### src/rtl/piso_tx.sv
// piso_tx: parallel-in serial-out transmitter, LSB first, one bit per clk.
// Feeds a downstream SIPO; word_done pulses when that SIPO holds the full word.
// Optional feature macro: PISO_TX_PARITY_EN appends an even-parity bit to each frame.
module piso_tx #(
  parameter int WIDTH      = 4,
  parameter int GAP_CYCLES = 0
) (
  input  logic             clk,
  input  logic             rst,
  input  logic [WIDTH-1:0] din,
  input  logic             din_valid,
  output logic             din_ready,
  output logic             so,
  output logic             busy,
  output logic             word_done
);

`ifdef PISO_TX_PARITY_EN
  localparam int FRAME = WIDTH + 1;
`else
  localparam int FRAME = WIDTH;
`endif
  localparam int              CW       = $clog2(WIDTH + 2);
  localparam logic [CW-1:0]   LAST     = CW'(FRAME - 1);
  localparam logic [7:0]      GAP_LAST = 8'(GAP_CYCLES > 0 ? GAP_CYCLES - 1 : 0);

  typedef enum logic [1:0] {IDLE, SHIFT, GAP} state_t;

  state_t           state;
  logic [WIDTH-2:0] sr;    // bits still to be sent after the one currently on so
  logic [CW-1:0]    cnt;   // index of the bit currently on so
  logic [7:0]       gcnt;  // gap cycles elapsed
`ifdef PISO_TX_PARITY_EN
  logic             par;
`endif
  logic             last_bit;
  logic             accept;

  assign last_bit = (state == SHIFT) && (cnt == LAST);
  assign accept   = din_valid && din_ready;

  // Ready in IDLE, or on the final cycle of the frame/gap so words stream back-to-back
  always_comb begin
    din_ready = 1'b0;
    if (!rst) begin
      if (state == IDLE)         din_ready = 1'b1;
      else if (GAP_CYCLES == 0)  din_ready = last_bit;
      else                       din_ready = (state == GAP) && (gcnt == GAP_LAST);
    end
  end

  // Frame FSM: accept/shift/gap with registered so, busy and word_done
  always_ff @(posedge clk) begin
    if (rst) begin
      state     <= IDLE;
      sr        <= '0;
      cnt       <= '0;
      gcnt      <= '0;
      so        <= 1'b0;
      busy      <= 1'b0;
      word_done <= 1'b0;
`ifdef PISO_TX_PARITY_EN
      par       <= 1'b0;
`endif
    end else begin
      // The SIPO has taken its last bit at the edge ending the last bit cycle
      word_done <= last_bit;
      if (accept) begin
        sr    <= din[WIDTH-1:1];
        so    <= din[0];
        cnt   <= '0;
        gcnt  <= '0;
        state <= SHIFT;
        busy  <= 1'b1;
`ifdef PISO_TX_PARITY_EN
        par   <= ^din;
`endif
      end else begin
        case (state)
          SHIFT: begin
            if (last_bit) begin
              so <= 1'b0;
              if (GAP_CYCLES == 0) begin
                state <= IDLE;
                busy  <= 1'b0;
              end else begin
                state <= GAP;
                gcnt  <= '0;
              end
            end else begin
`ifdef PISO_TX_PARITY_EN
              so <= (cnt == CW'(WIDTH - 1)) ? par : sr[0];
`else
              so <= sr[0];
`endif
              sr  <= sr >> 1;
              cnt <= cnt + CW'(1);
            end
          end
          GAP: begin
            if (gcnt == GAP_LAST) begin
              state <= IDLE;
              busy  <= 1'b0;
            end else begin
              gcnt <= gcnt + 8'd1;
            end
          end
          default: begin
            state <= IDLE;
            busy  <= 1'b0;
          end
        endcase
      end
    end
  end

endmodule

### config.mk
export PLATFORM = sky130hd
export DESIGN_NAME = piso_tx
export DESIGN_NICKNAME = d
export VERILOG_FILES = /design/src/rtl/piso_tx.sv
export SDC_FILE = /design/constraint.sdc
export NUM_CORES = 1
export LEC_CHECK = 0
export ABC_AREA = 1
export CORE_AREA = 5 5 42 44
export CTS_BUF_LIST = sky130_fd_sc_hd__clkbuf_4 sky130_fd_sc_hd__clkbuf_8 sky130_fd_sc_hd__clkbuf_16
export CTS_CLUSTER_DIAMETER = 80
export DETAILED_ROUTE_END_ITERATION = 8
export DIE_AREA = 0 0 47 49
export PLACE_DENSITY_LB_ADDON = 0.12
export SETUP_SLACK_MARGIN = 0.15
export SYNTH_ARGS = -nofsm -noshare
export SYNTH_HDL_FRONTEND = slang
export SYNTH_SLANG_ARGS = --single-unit
### constraint.sdc
create_clock -name clk -period 1.8 [get_ports clk]
set_clock_uncertainty 0.1 [all_clocks]
set_input_delay 0.36 -clock clk [delete_from_list [all_inputs] [get_ports clk]]
set_output_delay 0.36 -clock clk [all_outputs]
set_load 0.05 [all_outputs]
### Word level (Yosys, flattened, before mapping)

Index checks and enable logic that the tools add are counted.

* add/sub/neg operators: 2
* equal/unequal tests: 8
* multiplexer cells: 16
* bitwise logic cells: 2
* reductions and logical operators: 11

Operators by type and width (count)
* AND reduction 2 bit: 5
* two-way mux 1 bit: 9
* two-way mux 3 bit: 3
* adder 8 x 1 -> 8 bit (second input constant): 1
* zero test 8 bit: 1
* two-way mux 2 bit: 2
* != test 2 x 1 -> 1 bit (second input constant): 2
* one-hot mux 2 bit (2 select lines): 1
* adder 3 x 1 -> 3 bit (second input constant): 1
* equality test 3 x 2 -> 1 bit (second input constant): 1
* != test 3 x 2 -> 1 bit (second input constant): 1
* != test 3 bit (second input constant): 1
* equality test 2 x 1 -> 1 bit (second input constant): 1
* equality test 2 bit (second input constant): 1
* logical AND 1 bit: 2
* zero test 2 bit: 1
* != test 2 bit (second input constant): 1
* NOT 1 bit: 2
* one-hot mux 1 bit (2 select lines): 1
* nonzero test 2 bit: 1
* OR reduction 2 bit: 1

* flip-flop bits (word level): 19
* input bits: 7
* output and inout bits: 4
* logic and storage cells: 47

### Logic depth before layout (Yosys ltp)

Gate-level depths: netlist of the first run.

* depth in word-level cells: 7
* gate-level depth with buffers: 9
* mapped depth without buffers: 9

### Worst setup path before layout of the first run

Ideal clock, no wire load.

* kind: register to output
* start point: reg cnt[0]
* end point: out din_ready
* arrival time: 1360 ps
* data required time: 1340 ps
* slack: -20 ps
* cell stages (with the launch flop): 5
* buffers on the path: 0
* cells stage by stage: dfxtp_1 ha_1 ha_1 nor2_2 nor2_1

* word-level cells in the longest chain between the ends: 4

Ends and longest elaborated chain
* start: declaration: RTL line 31 `logic [CW-1:0] cnt;`
* start signal: assignment: RTL line 97 `cnt <= cnt + CW'(1);`
* equality test 3 x 2 -> 1 bit: RTL line 39 `assign last_bit = (state == SHIFT) && (cnt == LAST);`
* logical AND 1 bit: RTL line 39
* two-way mux 1 bit: RTL line 46 `if (state == IDLE) din_ready = 1'b1;`
* two-way mux 1 bit: RTL line 45 `if (!rst) begin`
* end: declaration: RTL line 12 `output logic din_ready,`

No other way between the ends.

### Worst setup path after layout of the first run

Same ends and word-level chain as after synthesis.

==> results by group, run 1 <==
Layout
  • Final Net Count: 88
  • Non-filler instance count after layout: 94
  • Fillers: 156
  • Area delta synth->final: 47.4%
  • Final core utilization: 48.6%
  • Antenna cell count: 0
  • Share of cells above drive strength 1: 38.5%

Global route
  • First-pass GRT wire length: 1660 um
  • Vias in the first global route: 401
  • Total GRT Usage: 10.4%
  • Initial antenna violation count: 0
  • Largest net degree at the start of global routing: 10
  • GRT Residual Overflow: 0

Run status
  • Outcome: finished, final reports clean

Drt
  • Via count: 404
  • DRC Markers: 0
  • DRT iter0 DRCs: 2
  • Routed WL: 941 um
  • DR WL/cell: 10.0 um
  • Via density: 4.30
  • Post-route ant nets: 0
  • Router iterations before antenna repair: 2

Synthesis
  • Share of the synthesized area in the top cell type: 39.0%
  • Post-synthesis sequential area ratio: 39.0%
  • Most instantiated library cell after synthesis: nand2_1
  • Synth area leaders: dfxtp_1, nand2_1, nor2_1
  • Area leader, netlist: dfxtp_1
  • Post-synth EDFFs: 0
  • Post-Synthesis Cells: 60
  • Async set-or-reset flop fraction in the synthesized netlist: 0%
  • Yosys reg bits: 9
  • Synth Net Count: 69
  • Netlist cell types: 20
  • Syn_area_per_cell: 7.69 sq um
  • Synth top cells by count: nand2_1, nor2_1, dfxtp_1
  • Cell Area, Synth: 462 sq um
  • Warnings, synthesis: 0
  • Ys flop type: dfxtp_1

Floorplan
  • Die span in x: 47 um
  • Die area: 2300 sq um
  • Starting Density: 32.9%
  • Core Region: 1400 sq um
  • Io pins: 11
  • FP Rows: 14
  • Die height: 49 um

Power
  • Power Total: 0.496 mW
  • Peak supply drop: 520 uV
  • PwrDens: 729 nW/um^2
  • Leakage: 0.301 nW

Setup path
  • Worst-path fanout max: 2
  • Crit end category: output pin
  • CP Launch Type: flop
  • Arr. time, crit path: 1.22 ns
  • Worst endpoint required time: 1.34 ns
  • Critical path type: flop to output pin

STA
  • Final worst path period need: 1.68 ns
  • Worst slew margin: 87.2%
  • RSZ-0062 raised after global routing: true
  • Final TNS setup: 0 ns
  • Max-slew violation count: 0
  • Endpoints failing setup: 0
  • Fmax: 595 MHz
  • Final hold slack: 0.373 ns
  • Slew at the pin closest to its max-slew limit: 0.192 ns
  • Crit share post-route: 93.4%
  • Fin. Hold Viols: 0

CTS
  • Deepest clock path buffer count: 2
  • Root Driver: clkbuf_4
  • Clk sinks: 9
  • CTS clock-pin slew for the worst setup and hold paths: 0.06 ns
  • CTS Buf Count: 3
  • Clock latency on the worst-skew pair: 0.26 ns
  • CTS tree: done
  • # H-tree levels: 1

Place
  • Hpwl dp: 717 um
  • GPL Wtd Cong: 0.721
  • Port bufs: 10
  • Post-placement cell count: 88

Job
  • Count of maximum capacitance violations: 0

Worst hold path
  • Tightest Hold Check Type: flop to flop
## sequential cells by signal (all words and copies together), names as in the netlist
register   cells
word_done      1
sr             3
so             1
state          1
cnt            3
## worst paths after layout
check | from | end | slack, ns | cells after the start
worst min-delay path | sr[2] | sr[2] | 0.37 | 2
worst max register to register | cnt[0] | cnt[1] | 0.32 | 10
worst min register to register | sr[2] | sr[2] | 0.37 | 2
worst max-delay path | cnt[0] | din_ready | 0.12 | 5
## layout by cell type, fill, tap and decap left out
master / Yosys / layout
o21ai_0: 2 / 2
clkbuf_4: 0 / 4
o21ai_1: 1 / 1
inv_1: 6 / 6
o21ai_2: 1 / 1
clkdlybuf4s50_1: 0 / 6
a21oi_2: 1 / 1
nor3_1: 1 / 1
nand3_4: 1 / 1
nand2_1: 13 / 13
ha_4: 0 / 2
nor2_2: 2 / 1
nor3_2: 1 / 1
inv_2: 3 / 3
nand4_1: 2 / 2
dfxtp_1: 9 / 7
clkinv_4: 1 / 1
inv_4: 1 / 1
buf_4: 0 / 8
nor2_4: 0 / 2
xor2_1: 1 / 1
buf_12: 0 / 1
nor2_1: 10 / 9
nand2_4: 1 / 1
dfxtp_2: 0 / 2
## repair_timing
action / CTS / global route
buffers inserted: 2 / 0
gates resized for setup: 8 / 0
hold endpoints to repair: 0 / 0
endpoints found under the setup margin: 1 / 1
hold buffers: 0 / 0
pin swaps: 2 / 0
## power by group
part	internal (mW)	switching, mW
logic	0.0486	0.0601
registers	0.208	0.00651
clock network	0.101	0.0718
total	0.358	0.138
## critical path, stage by stage (launching register included)
cell     delay, ns
dfxtp_2       0.34
ha_4          0.16
ha_4          0.16
nor2_4        0.12
nor2_4        0.05
buf_12        0.14
## layout make-up
| class | count | area (sq um) | area share, % |
|---|---|---|---|
| Sequential cell | 9 | 183 | 26.8 |
| Tap cell | 16 | 20.0 | 2.94 |
| Multi-Input combinational cell | 39 | 259 | 38.1 |
| Timing Repair Buffer | 15 | 140 | 20.6 |
| Clock buffer | 4 | 30.0 | 4.41 |
| Inverter | 11 | 48.8 | 7.17 |
## stage by stage
step	setup WS, ns	area, sq um
2_1_floorplan	0.210	464
3_3_place_gp	0.224	598
3_5_place_dp	0.203	598
4_1_cts	0.101	681
5_1_grt	0.0639	681
6_report	0.118	681
## cells by family (layout without fill, tap and decap cells)
group                    after synthesis  count (layout)  share of synthesized area (%)
adder cells (fa/ha/maj)                2               2                           5.42
XOR/XNOR                               1               1                           1.90
AND/OR/NAND/NOR                       31              31                           33.6
buffers and inverters                 12              30                           13.0
AO/OA/AOI/OAI                          5               5                           7.05
flip-flops                             9               9                           39.0
## routing by layer
layer / track usage, % / part of all wire (%) / vias to the layer above
li1: - / - / 221
met1: 12.1 / 44 / 169
met2: 14.0 / 45 / 10
met3: 7.01 / 8.9 / 4
met4: 5.53 / 2.4 / 0
met5: 0 / 0 / -
Power figures use the tool's default switching activity.
==> inputs of run 2 (changes only) <==
--- a/config.mk
+++ b/config.mk
@@ -13,6 +13,7 @@
 export DIE_AREA = 0 0 47 49
 export PLACE_DENSITY_LB_ADDON = 0.12
 export SETUP_SLACK_MARGIN = 0.15
+export SKIP_CTS_REPAIR_TIMING = 1
 export SYNTH_ARGS = -nofsm -noshare
 export SYNTH_HDL_FRONTEND = slang
 export SYNTH_SLANG_ARGS = --single-unit
==> run 2 against run 1 <==
  * Worst setup slack worse by 0.0025 ns
  * Sequential power barely moved
  * Highest routed layer unchanged
  * Register-to-register slack improved by 0.12 ns
  * Core utilization is 1.1 points lower
  * First-iteration DRC count stayed put
  * Sequential share of layout area up 0.61 points
  * Global-route usage decreased by 0.63 points
  * Non-clock buffer count shrank 2
  * Combinational power decreased by 4%
==> results by group, run 2 (synthesized netlist as in run 1, its figures left out) <==
Run status
  • Outcome: finished, final reports clean

CTS
  • Root Driver: clkbuf_4
  • Clock latency on the worst-skew pair: 0.27 ns (about the same)
  • Deepest clock path buffer count: 2 (unchanged)
  • Clk sinks: 9 (unchanged)
  • CTS Buf Count: 3 (unchanged)
  • # H-tree levels: 1 (unchanged)
  • CTS clock-pin slew for the worst setup and hold paths: 0.06 ns (about the same)
  • CTS tree: done

Setup path
  • Arr. time, crit path: 1.22 ns (about the same)
  • CP Launch Type: flop
  • Worst endpoint required time: 1.34 ns (about the same)
  • R2r worst-path depth: 9 (-1)
  • Cell-by-cell trace of the critical path: ha_4 > ha_4 > nor2_4 > nor2_4 > buf_12
  • R2R Path Start: cnt[0]
  • Slowest stage delay, CP: 0.34 ns (about the same)
  • Critical path type: flop to output pin
  • Flop-to-flop setup slack: 0.44 ns (+0.12 ns)
  • CP max stage cell: dfxtp_2
  • Crit end category: output pin
  • Worst-path fanout max: 2 (unchanged)
  • RR Endpoint: cnt[1]

Global route
  • Initial antenna violation count: 0 (unchanged)
  • GRT Residual Overflow: 0 (unchanged)
  • Vias in the first global route: 364 (-9.2%)
  • First-pass GRT wire length: 1550 um (-7.0%)
  • Total GRT Usage: 9.79% (-0.63 points)
  • Largest net degree at the start of global routing: 10 (unchanged)

Layout
  • Commonest non-fill, non-tap cell in the layout: nand2_1
  • Share of cells above drive strength 1: 36.8% (-1.6 points)
  • Final Net Count: 86 (-2.3%)
  • Antenna cell count: 0 (unchanged)
  • Design area: 666 sq um (-2.2%)
  • Most frequent cells in the layout: nand2_1, nor2_1, dfxtp_1
  • Largest registers: cnt x3, sr x3
  • Area delta synth->final: 44.2%

Worst hold path
  • Hold EP: sr[2]
  • Tightest Hold Check Type: flop to flop
  • Hold depth: 2 (unchanged)
  • HP Start: sr[2]

STA
  • Crit share post-route: 93.6% (+0.14 points)
  • Final TNS setup: 0 ns (unchanged)
  • Slew at the pin closest to its max-slew limit: 0.192 ns (unchanged)
  • Max-slew violation count: 0 (unchanged)
  • Final worst path period need: 1.68 ns (+0.00254 ns)
  • Fmax: 594 MHz (-0.15%)
  • Endpoints failing setup: 0 (unchanged)
  • RSZ-0062 raised after global routing: true
  • Worst slew margin: 87.2% (unchanged)
  • Fin. Hold Viols: 0 (unchanged)

Drt
  • Routed WL: 923 um (-1.9%)
  • Via count: 402 (-0.50%)
  • Post-route ant nets: 0 (unchanged)
  • DRT iter0 DRCs: 2 (unchanged)
  • Router iterations before antenna repair: 3 (+1)
  • DR WL/cell: 10.0 um (+0.22%)
  • DRC Markers: 0 (unchanged)
  • Via density: 4.37 (+1.7%)

Power
  • Peak supply drop: 520 uV (about the same)
  • Switch Pwr: 0.139 mW (+0.69%)
  • Switching share of power: 28.2% (+0.27 points)
  • Leakage: 0.290 nW (-3.6%)
  • P_int: 0.355 mW (-0.67%)
  • Clock share of power: 35.3% (+0.5 points)
  • Logic pwr share: 21.3% (-0.6 points)
  • PwrDens: 743 nW/um^2 (+2.0%)
  • Seq pwr share: 43.5% (+0.2 points)

Floorplan
  • Core Region: 1400 sq um (unchanged)
  • Starting Density: 32.9% (unchanged)
  • FP Rows: 14 (unchanged)
  • Die height: 49 um (unchanged)
  • Die span in x: 47 um (unchanged)
  • Io pins: 11 (unchanged)
  • Die area: 2300 sq um (unchanged)

Job
  • Count of maximum capacitance violations: 0 (unchanged)

Place
  • GPL Wtd Cong: 0.721 (unchanged)
  • Post-placement cell area: 598 sq um (unchanged)
  • Hpwl dp: 717 um (unchanged)
  • Port bufs: 10 (unchanged)
[run 2: stage by stage]
step                hold WS (ns)  total power [mW]  setup WS, ns  utilization [%]  instances
detailed placement         0.372             0.320         0.203             42.7         88
finish                     0.373             0.495         0.115             47.5         92
global placement           0.370             0.319         0.224             42.7         88
floorplan                  0.355             0.280         0.210                -         60
CTS                        0.380             0.501       -0.0486             44.8         92
global route               0.401             0.523        0.0601             47.5         92
[run 2: power by group through the flow]
stage / clock, mW / combinational (mW) / sequential, mW
floorplan: 0 / 0.0514 / 0.229
global placement: 0 / 0.101 / 0.218
detailed placement: 0 / 0.102 / 0.218
CTS: 0.185 / 0.102 / 0.213
global route: 0.192 / 0.115 / 0.216
finish: 0.174 / 0.105 / 0.215
[run 2: worst max-delay path, delay by kind of cell, from the launching register on]
kind | cells | cell delay, ns
adders and majority gates | 2 | 0.32
buffers and inverters | 1 | 0.14
DFF | 1 | 0.34
and+or+nand+nor | 2 | 0.17
[run 2: cell type report]
class	count	area (sq um)
Clock buffer	4	30.0
Tap cell	16	20.0
Multi-Input combinational cell	39	259
Timing Repair Buffer	13	125
Fill cell	156	736
Inverter	11	48.8
Sequential cell	9	183
[run 2: worst max path at each step]
| stage | end | start | slack (ns) | depth (start not counted) |
|---|---|---|---|---|
| after global routing | din_ready | cnt[1] | 0.06 | 5 |
| after detailed placement | sr[0] | din_valid | 0.20 | 6 |
| final | din_ready | cnt[0] | 0.12 | 5 |
| after global placement | cnt[1] | rst | 0.22 | 8 |
| after CTS | din_ready | cnt[0] | -0.05 | 5 |
| after floorplan | din_ready | cnt[0] | 0.21 | 4 |
[run 2: metal layers]
metal | share of wire, % | vias to the layer above | global-route usage, %
met4 | 2.4 | 0 | 5.53
met3 | 8.9 | 4 | 7.01
met5 | 0 | - | 0
met2 | 44 | 11 | 12.4
met1 | 44 | 168 | 11.6
li1 | - | 219 | -
==> patch 1: new RTL, flow settings as in run 2 <==
Add a define of `PISO_TX_PARITY_EN`.
--- a/src/rtl/piso_tx.sv
+++ b/src/rtl/piso_tx.sv
@@ -2,4 +2,6 @@
 // Feeds a downstream SIPO; word_done pulses when that SIPO holds the full word.
 // Optional feature macro: PISO_TX_PARITY_EN appends an even-parity bit to each frame.
+`define PISO_TX_PARITY_EN
+
 module piso_tx #(
   parameter int WIDTH      = 4,
Check against the original RTL: not equivalent (Yosys sat finds a counterexample within 10 cycles, from zero or initial values and one cycle with rst high).
==> patch 1 against run 2 <==
  * Global-route usage up 2.6 points
  * Worst setup slack worse by 18 ps
  * Sequential share of layout area down 0.97 points
  * Power up 13%
  * Routed wire length up 28%
  * Non-clock buffer count up 4
  * Sequential cell count up 1
  * Cell area up 15%
  * Hold slack worse by 16 ps
  * Area after synthesis up 19%
  * Via count up 28%
  * Critical path type unchanged
  * Largest cell class unchanged
  * Highest routed layer unchanged
==> patch 1: results (changes against run 2) <==
| Metric | Value |
|---|---|
| Routability cong. | 0.811 (+13%) |
| Switch Pwr | 0.000153 W (+9.5%) |
| Area contributors post-synth | dfxtp_1 36%, inv_1 8.9%, nand2_1 8.9%, ha_1 6.8%, nand3_1 4.5% |
| P_seq | 0.000237 W (+10%) |
| Max FO, Critical Path | 4 (+2) |
| Syn Area/Cell | 7.54 um^2 (-2.0%) |
| First-pass GRT wire length | 2040 um (+32%) |
| Total Power | 0.000559 W (+13%) |
| Share of cells above drive strength 1 | 0.293 (-0.0749) |
| Peak VDD IR | 0.000436 V (-16%) |
| Cell area after placement | 677 um^2 (+13%) |
| Slew @ Worst Pin | 329 ps (+137 ps) |
| Tot GR Track Use | 0.124 (+0.0264) |
| Hold Startpoint | par |
| P_leak | 0.371 nW (+28%) |
| Status | finished, final reports clean |
| Worst r2r dst | sr[0] |
| Met2 usage | 0.172 (+0.0475) |
| Post-DP HPWL | 852 um (+19%) |
| Drt first pass iters | 2 (-1) |
| R2R depth | 10 (+1) |
| R2R setup slack | 370 ps (-70 ps) |
| Nets@finish | 103 (+20%) |
| Met3 wire len | 42 um (-49%) |
| Wire per inst | 10.9 um (+8.6%) |
| Met2 routed wirelength | 590 um (+44%) |
| Hold Path End | par |
==> patch 1: kinds of logic (layout without fill, tap and decap cells) <==
family                     Yosys count  count (layout)  synth area share
and+or+nand+nor                     31              31             0.268
buffers and inverters               17              36             0.150
AOI/OAI and AO/OA                   10              10             0.118
DFF                                 10              10             0.364
adders and majority gates            3               3            0.0682
xor gates and xnor gates             2               2            0.0318
==> patch 1: final cells by class <==
type                    instances  area [um^2]
clock buffers                   4         36.3
multi-input cells              46          293
repair buffers                 17          155
flip-flops and latches         10          203
inverters                      15         58.8
fillers                       148          636
well taps                      16         20.0
==> patch 1: metrics by stage <==
step                      worst slack, ps  hold slack, ps   util
after global routing                 32.6             400  0.546
after floorplan                       239             326      -
after global placement               84.7             350  0.483
final                                97.0             357  0.546
after CTS                           -77.8             365  0.509
after detailed placement             83.8             352  0.483
==> patch 1: worst max-delay path: stages (launching register included) <==
cell     delay [ps]
dfxtp_2         330
inv_2            80
ha_4            140
nand2_4          50
nand2_4          80
inv_4            40
nor2_4          110
buf_12          140
==> patch 2: new RTL, settings of run 2 <==
Made on the original files. The 3 states of `state_t` get a one-hot encoding in 3 bits.
--- a/src/rtl/piso_tx.sv
+++ b/src/rtl/piso_tx.sv
@@ -25,5 +25,5 @@
   localparam logic [7:0]      GAP_LAST = 8'(GAP_CYCLES > 0 ? GAP_CYCLES - 1 : 0);
 
-  typedef enum logic [1:0] {IDLE, SHIFT, GAP} state_t;
+  typedef enum logic [2:0] {IDLE = 3'b001, SHIFT = 3'b010, GAP = 3'b100} state_t;
 
   state_t           state;
Formal check against the unedited RTL: no difference found for any inputs over 10 cycles, from zero or initial values and one cycle with rst high; not proved beyond that.
==> patch 2 against run 2 <==
  * Worst setup slack worse by 120 ps
  * Power up 5.8%
  * Sequential share of layout area grew 2.4 points
  * The run now ends with setup timing left
  * Hold slack improved by 3.0 ps
  * Cell area is 2.6% higher
  * Count of clock-buffer cells in the layout unchanged
  * Routed wire length is 9.1% higher
  * Sequential cell count is 1 higher
  * Largest power group unchanged
  * Area after synthesis up 1.4%
==> patch 2: results (changes against run 2) <==
| Metric | Value |
|---|---|
| Status | complete, but fails checks |
| Failing checks | setup timing |
| Top post-synthesis cells by count | 15 x nand2_1, 10 x dfxtp_1, 8 x inv_1, 8 x nand3_1, 6 x a21oi_1 |
| Post-Syn Nets | 72 (+4.3%) |
| Share of cells above drive strength 1 | 0.313 (-0.0559) |
| Vias in the first global route | 409 (+12%) |
| Yosys warnings | 0 (unchanged) |
| Cell area after placement | 614 um^2 (+2.7%) |
| Placed Cells | 92 (+4.5%) |
| Post-DP HPWL | 767 um (+6.9%) |
| Min-Delay Path Class | reg2reg |
| Max FO, Critical Path | 3 (+1) |
| Maxcap violations | 0 (unchanged) |
| Clock Tree Buf Depth | 2 (unchanged) |
| CP max stage delay | 340 ps (about the same) |
| PortBufs | 10 (unchanged) |
| Most common cell in the netlist | nand2_1 |
| Ys async rst share | 0 (unchanged) |
| Cts bufs inserted | 3 (unchanged) |
| Clock transition at path regs | 70 ps |
| Top flop regs | cnt x3, sr x3 |
| Netlist cell types | 16 (-20%) |
| Nets@finish | 90 (+4.7%) |
| Maximum level of the CTS H-tree | 1 (unchanged) |
| Detailed Route WL | 1010 um (+9.1%) |
| Pre-CTS setup slack | 88.8 ps (-114 ps) |
| Area contributors post-synth | dfxtp_1 43%, nand2_1 12%, nand3_1 8.6%, a21oi_1 6.4%, inv_1 6.4% |
| Largest net degree at the start of global routing | 11 (+1) |
| Worst Setup Slack, final | -1.91 ps (-117 ps) |
| Tot GR Track Use | 0.105 (+0.00671) |
| Synth Area in Adders | 0.0535 (-0.000725) |
| Worst skew pair latency | 270 ps (about the same) |
| Final setup fails | 1 (+1) |
| Multiplexer share of the synthesized area | 0 (unchanged) |
| P_leak | 0.299 nW (+3.2%) |
| Peak VDD IR | 0.000332 V (-36%) |
| Slowest cell on the critical path | dfxtp_2 |
| Syn Inst Count | 63 (+5.0%) |
| Drt first pass iters | 2 (-1) |
| Clock root cell | clkbuf_4 |
| Post-route ant nets | 0 (unchanged) |
| Number of diodes | 0 (unchanged) |
| Number of DRC markers in iteration 0 | 2 (unchanged) |
| Synth Area in Compound Gates | 0.104 (+0.0338) |
| Xor and xnor area share after synthesis | 0 (-0.0190) |
| Final std cells w/o fill | 96 (+4.3%) |
| Final setup TNS | -1.91 ps (-1.91 ps) |
| Register area share after synthesis | 0.428 (+0.0376) |
| CP Data Arrival Time | 1340 ps (+120 ps) |
| Int Power | 0.000391 W (+10%) |
| Slew @ Worst Pin | 172 ps (-20.3 ps) |
| First-pass GRT wire length | 1660 um (+7.2%) |
| Total vias in the final route | 429 (+6.7%) |
| Initial antenna violation count | 0 (unchanged) |
| Routability cong. | 0.675 (-6.3%) |
[patch 2: path summary, 6_finish.rpt]
| kind | from | to | slack (ps) | depth (start not counted) |
|---|---|---|---|---|
| hold / removal | cnt[2] | cnt[2] | 380 | 2 |
| setup / recovery | cnt[0] | din_ready | -2 | 7 |
| setup reg to reg | cnt[0] | sr[1] | 320 | 10 |
| hold reg to reg | cnt[2] | cnt[2] | 380 | 2 |
[patch 2: logic make-up after synthesis]
family                   after synthesis
AO/OA/AOI/OAI                          9
AND/OR/NAND/NOR                       32
buffers and inverters                 10
adder cells (fa/ha/maj)                2
flip-flops                            10
[patch 2: stage by stage]
| stage | hold WS [ps] | utilization |
|---|---|---|
| 2_1_floorplan | 329 | - |
| 3_3_place_gp | 353 | 0.438 |
| 3_5_place_dp | 361 | 0.438 |
| 4_1_cts | 371 | 0.464 |
| 5_1_grt | 410 | 0.488 |
| 6_report | 376 | 0.488 |
[patch 2: metal layers]
layer | part of all wire | GRT usage
met4 | 0.024 | 0.0691
met2 | 0.47 | 0.145
met1 | 0.43 | 0.120
met3 | 0.071 | 0.0554
met5 | 0 | 0
[patch 2: critical path, delay by kind of cell (launching register included)]
kind	cells	cell delay (ps)
flops	1	340
fa+ha+maj	2	320
buf+inv	2	210
simple gates	3	200
[patch 2: power by group through the flow]
stage               combinational (W)  clock [W]  sequential [W]
finish                      0.0000817   0.000207        0.000235
global route                0.0000890   0.000231        0.000236
CTS                         0.0000828   0.000213        0.000235
detailed placement          0.0000823          0        0.000240
global placement            0.0000823          0        0.000240
floorplan                   0.0000329          0        0.000249
[patch 2: area by class of cell]
cell class	instances	area [um^2]
clock buffers	4	36.3
fillers	143	718
inverters	10	40.0
multi-input cells	43	258
flip-flops and latches	10	204
well taps	16	20.0
repair buffers	13	125
